### config.mk
export PLATFORM = sky130hd
export DESIGN_NAME = stopwatch_control
export DESIGN_NICKNAME = d
export VERILOG_FILES = /design/src/rtl/stopwatch_control.sv
export SDC_FILE = /design/constraint.sdc
export NUM_CORES = 1
export LEC_CHECK = 0
export BUFFER_PORTS_ARGS = -buffer_cell sky130_fd_sc_hd__buf_4
export CAP_MARGIN = 20
export CORE_UTILIZATION = 25
export CTS_CLUSTER_SIZE = 8
export DETAILED_ROUTE_END_ITERATION = 6
export PLACE_DENSITY = 0.48
export SETUP_SLACK_MARGIN = 0.02
export SYNTH_ARGS = -nofsm -noshare
export SYNTH_HDL_FRONTEND = slang
export SYNTH_SLANG_ARGS = --single-unit
### constraint.sdc
create_clock -name clkIn -period 5.55 [get_ports clkIn]
set_input_delay 0.555 -clock clkIn [delete_from_list [all_inputs] [get_ports clkIn]]
set_output_delay 0.555 -clock clkIn [all_outputs]
set_load 0.01 [all_outputs]
### src/rtl/stopwatch_control.sv
// Stopwatch button front-end: per-button sync, debounce and press detect,
// feeding the run-control FSM that drives the BCD counter and display freeze.
//
// state   | meaning
// IDLE    | stopped and cleared, waiting for start
// RUNNING | counter enabled
// PAUSED  | counter held, can resume or be cleared
// LAP     | counter enabled, display frozen on the lap time
module stopwatch_control #(
   parameter int unsigned DEBOUNCE_CYCLES = 1000000
) (
   input  logic       clkIn,
   input  logic       rstIn,
   input  logic       startStopBtnIn,
   input  logic       resetBtnIn,
   input  logic       lapBtnIn,
   output logic       enCounterOut,
   output logic       clrCounterOut,
   output logic       freezeDisplayOut,
   output logic [1:0] stateOut
);

   localparam int unsigned CNT_W = $clog2(DEBOUNCE_CYCLES + 1);
   localparam logic [CNT_W-1:0] CNT_LAST = CNT_W'(DEBOUNCE_CYCLES - 1);
   localparam logic [CNT_W-1:0] CNT_ONE  = CNT_W'(1);

   localparam int BTN_SS  = 0;
   localparam int BTN_RST = 1;
   localparam int BTN_LAP = 2;

   typedef enum logic [1:0] {
      S_IDLE    = 2'b00,
      S_RUNNING = 2'b01,
      S_PAUSED  = 2'b10,
      S_LAP     = 2'b11
   } state_t;

   logic [2:0]       w_btn_raw;
   logic [2:0]       r_sync1;
   logic [2:0]       r_sync2;
   logic [2:0]       r_db;
   logic [2:0]       r_db_q;
   logic [2:0]       r_press;
   logic [CNT_W-1:0] r_cnt [3];

   state_t r_state;
   state_t w_state_nxt;
   logic   w_clr_nxt;
   logic   r_en;
   logic   r_clr;
   logic   r_frz;

   assign w_btn_raw = {lapBtnIn, resetBtnIn, startStopBtnIn};

   // The flip happens on the cycle the counter would reach DEBOUNCE_CYCLES,
   // so it stops at CNT_LAST and never wraps.
   always_ff @(posedge clkIn) begin
      if (rstIn) begin
         r_sync1 <= '0;
         r_sync2 <= '0;
         r_db    <= '0;
         r_db_q  <= '0;
         r_press <= '0;
         for (int i = 0; i < 3; i++) begin
            r_cnt[i] <= '0;
         end
      end else begin
         r_sync1 <= w_btn_raw;
         r_sync2 <= r_sync1;
         r_db_q  <= r_db;
         r_press <= r_db & ~r_db_q;
         for (int i = 0; i < 3; i++) begin
            if (r_sync2[i] == r_db[i]) begin
               r_cnt[i] <= '0;
            end else if (r_cnt[i] == CNT_LAST) begin
               r_db[i]  <= ~r_db[i];
               r_cnt[i] <= '0;
            end else begin
               r_cnt[i] <= r_cnt[i] + CNT_ONE;
            end
         end
      end
   end

   // Only the highest-priority pulse is considered; lower ones are dropped
   // even when the winning press is ignored in the current state.
   always_comb begin
      w_state_nxt = r_state;
      w_clr_nxt   = 1'b0;
      if (r_press[BTN_RST]) begin
         if (r_state == S_IDLE) begin
            w_clr_nxt = 1'b1;
         end else if (r_state == S_PAUSED) begin
            w_state_nxt = S_IDLE;
            w_clr_nxt   = 1'b1;
         end
      end else if (r_press[BTN_SS]) begin
         case (r_state)
            S_IDLE:    w_state_nxt = S_RUNNING;
            S_RUNNING: w_state_nxt = S_PAUSED;
            S_LAP:     w_state_nxt = S_PAUSED;
            S_PAUSED:  w_state_nxt = S_RUNNING;
            default:   w_state_nxt = S_IDLE;
         endcase
      end else if (r_press[BTN_LAP]) begin
         if (r_state == S_RUNNING) begin
            w_state_nxt = S_LAP;
         end else if (r_state == S_LAP) begin
            w_state_nxt = S_RUNNING;
         end
      end
   end

   always_ff @(posedge clkIn) begin
      if (rstIn) begin
         r_state <= S_IDLE;
         r_en    <= 1'b0;
         r_clr   <= 1'b0;
         r_frz   <= 1'b0;
      end else begin
         r_state <= w_state_nxt;
         r_en    <= (w_state_nxt == S_RUNNING) || (w_state_nxt == S_LAP);
         r_clr   <= w_clr_nxt;
         r_frz   <= (w_state_nxt == S_LAP);
      end
   end

   assign enCounterOut     = r_en;
   assign clrCounterOut    = r_clr;
   assign freezeDisplayOut = r_frz;
   assign stateOut         = r_state;

endmodule

==> metrics.md <==
| Metric | Value |
|---|---|
| Count of endpoints failing hold in the final timing report | `0` |
| Async S/R FF share, synth | `0%` |
| Iteration-0 DRC Markers | `160` |
| Largest cells by area after synthesis | `edfxtp_1 (44%), dfxtp_1 (9.4%), xnor2_1 (6.1%), nor2_1 (4.4%), a21oi_1 (3.0%)` |
| Yosys top cell area share | `44.5%` |
| Starting Density | `around a quarter` |
| Number of standard-cell rows in the floorplan | `46` |
| Final weighted congestion of routability-driven global placement | `approximately 0.72` |
| Vias after detailed routing | `2,915` |
| Post-synthesis register bit count | `79` |
| Commonest cells post-synth | `edfxtp_1 (60), nor2_1 (48), xnor2_1 (28)` |
| Final-report max-slew violation count | `0` |
| Data required time of the critical path | `5640 ps` |
| Count of flip-flops with a built-in enable after synthesis | `60` |
| Count of mapped cells out of synthesis | `roughly 400` |
| Number of antenna diodes | `0` |
| Global router's overall resource usage | `9.83%` |
| Overflow left after global routing | `0` |
| Area overhead of the layout relative to synthesis | `19.5%` |
| Final HPWL DP | `5230 um` |
| Upper clock frequency limit | `0.415 GHz` |
| Fraction of layout instances using a drive strength above 1 | `8.23%` |
| CP Capture Type | `register` |
| Chip Width | `between 100 and 150 um` |
| Largest net degree at the start of global routing | `21` |
| Setup Fix Bufs, Post-CTS | `0` |
| Total placed instance area | `4560 um^2` |
| Most used flip-flop cell after synthesis | `edfxtp_1` |
| Number of buffers inserted by hold repair at cts | `0` |
| Average size of a mapped cell | `~10 um^2` |
| Classification of the worst setup path | `register to register` |
| Sink count of the clock tree | `79` |
| PwrDens | `between 200 and 300 nW/um^2` |
| RSZ-0062 raised after global routing | `false` |
| GR met3 Demand/Resource | `about 2.1%` |
| Element type at the critical path start | `register` |
| Top-level I/O count | `10` |
| Synth warnings | `0` |
| Cell area after technology mapping | `4050 um^2` |
| Post-Route WL | `roughly 7300 um` |
| GR Layer Usage met1 | `11.8%` |
| Clock tree root buffer cell | `clkbuf_16` |
| Final setup violation count | `0` |
| Sum of negative setup slack | `0 ps` |
| Static leakage | `~1.6 nW` |
| Number of nets in the finished design | `470` |
| CTS tree | `done` |
| Number of violations of the max-capacitance limit | `0` |
| DRC Markers | `0` |
| Largest buffer count on any clock path | `2` |
| Number of buffers created by CTS | `9` |
| Class of the worst hold path | `register to register` |
| Detailed-routing iteration count for the pre-antenna-repair pass | `4` |
| Sequential element share of the synthesized area | `53.8%` |
| Crit path max fanout | `12` |
| Share of the clock period used by the worst path after layout | `43.4%` |
| Final standard cell area without fillers | `4840 um^2` |
| Wire length of the first global-routing pass | `about 13,000 um` |
| Total die area | `16,700 um^2` |
| Number of distinct standard cells referenced by the synthesized netlist | `41` |
| Arrival time at the worst endpoint | `approximately 2500 ps` |
| Die Ht | `129 um` |
| Most area-hungry cell type in the Yosys netlist | `edfxtp_1` |
| Remaining max-slew budget at the tightest pin | `about 48%` |
| Max stage delay cell, worst path | `or4b_2` |
| Initial antenna violation count | `0` |
| Delay of the slowest cell on the worst path | `680 ps` |
| Port-buffer cells | `9` |
| H-tree depth | `3` |
| Max VDD drop | `0.000134 V` |
| Run status | `complete, no violations` |
| Critical path, cell by cell | `nand3_1 -> or4b_2 -> o21ai_1 -> buf_4 -> a21oi_1` |
| Post-route minimum period | `2410 ps` |
| Top-count cell post-synth | `edfxtp_1` |
| Transition time at the pin with the least slew margin | `783 ps` |
| Worst-skew pair later-pin latency | `approximately 340 ps` |
| Vias per inst | `4.30` |
| Routed len/inst | `~11 um` |
| Most used routing layer | `met2` |
| Number of resized instances in the post-cts repair step | `0` |
| Met2 layer usage reported by global route | `between 15 and 20%` |
| Antenna Violating Nets Remaining | `0` |
| Core area | `~16,000 um^2` |
| Clock transition at path regs | `approximately 60 ps` |
| Vias in the first global route | `2,789` |
| Final Skew | `between 10 and 15 ps` |
[stage by stage]
step	cells	util, %	hold slack [ps]	setup WS (ps)	power [W]
final	678	30.6	381	3140	0.00128
after global routing	678	30.6	388	2940	0.00134
after CTS	678	30.6	381	3080	0.00131
after detailed placement	662	28.8	372	3090	0.000735
after global placement	662	28.8	376	3130	0.000734
after floorplan	448	-	367	3410	0.000721
[cells by family after synthesis]
| family | count (synthesis) | share of synthesized area (%) |
|---|---|---|
| buf+inv | 30 | 3.12 |
| other cells | 1 | 0.0925 |
| flops | 79 | 53.8 |
| fa+ha+maj | 8 | 2.47 |
| simple gates | 178 | 24.1 |
| compound gates | 55 | 8.12 |
| mux | 1 | 0.278 |
| xor+xnor | 37 | 8.00 |
[per-layer routing]
layer | routed length [um] | share of wire, %
met1 | 3500 | 48
met4 | 223 | 3.0
met5 | 0 | 0
met3 | 146 | 2.0
met2 | 3450 | 47
[critical path: cells and delay by family (launching register included)]
| family | cells | cell delay (ps) |
|---|---|---|
| and+or+nand+nor | 2 | 800 |
| AOI/OAI and AO/OA | 2 | 640 |
| buffers and inverters | 1 | 310 |
| DFF | 1 | 400 |
[cell type report]
type	instances	area (um^2)
clock inverter	6	41.3
multi-input combinational	339	1970
inverter	18	67.6
fill	1657	11000
clock buffer	10	239
sequential	79	2180
timing repair buffer	10	75.1
tap	216	270
[cell usage in the layout (no fill, tap or decap), types with 3 or more instances in the layout]
cell / instances
o21ai_0: 15
xor2_1: 9
nor3_1: 9
nor2b_1: 13
inv_1: 18
nand2_1: 21
or3_1: 16
edfxtp_1: 60
or4b_2: 3
or4_1: 10
a21oi_1: 24
nor2_1: 48
nand4_1: 11
buf_4: 10
and2_1: 3
clkbuf_16: 9
o31ai_1: 9
xnor2_1: 28
nor4b_1: 5
ha_1: 8
nand3_1: 17
conb_1: 60
dfxtp_1: 19
nor4_1: 7
and4_1: 4
[power by group]
part / switching, W / leakage, nW / internal [W]
logic: 0.0000265 / 0.694 / 0.0000181
clock network: 0.000245 / 0.140 / 0.000317
registers: 0.0000214 / 0.773 / 0.000656
[sequential cells by signal (all words and copies together), names as in the netlist]
signal / count
clrCounterOut: 1
r_press: 3
stateOut: 2
r_db: 3
freezeDisplayOut: 1
r_sync2: 3
r_cnt: 60
r_db_q: 3
r_sync1: 3
[final timing paths]
path	start	cells past startpoint	end	slack (ps)
setup / recovery	r_cnt[2][16]$_SDFFCE_PN0P_	5	r_cnt[2][17]$_SDFFCE_PN0P_	3140
hold / removal	r_db_q[0]$_SDFF_PP0_	1	r_press[0]$_SDFF_PP0_	380
setup reg to reg	r_cnt[2][16]$_SDFFCE_PN0P_	5	r_cnt[2][17]$_SDFFCE_PN0P_	3140
hold reg to reg	r_db_q[0]$_SDFF_PP0_	1	r_press[0]$_SDFF_PP0_	380
Note: power is estimated with default switching activity, not from simulation.
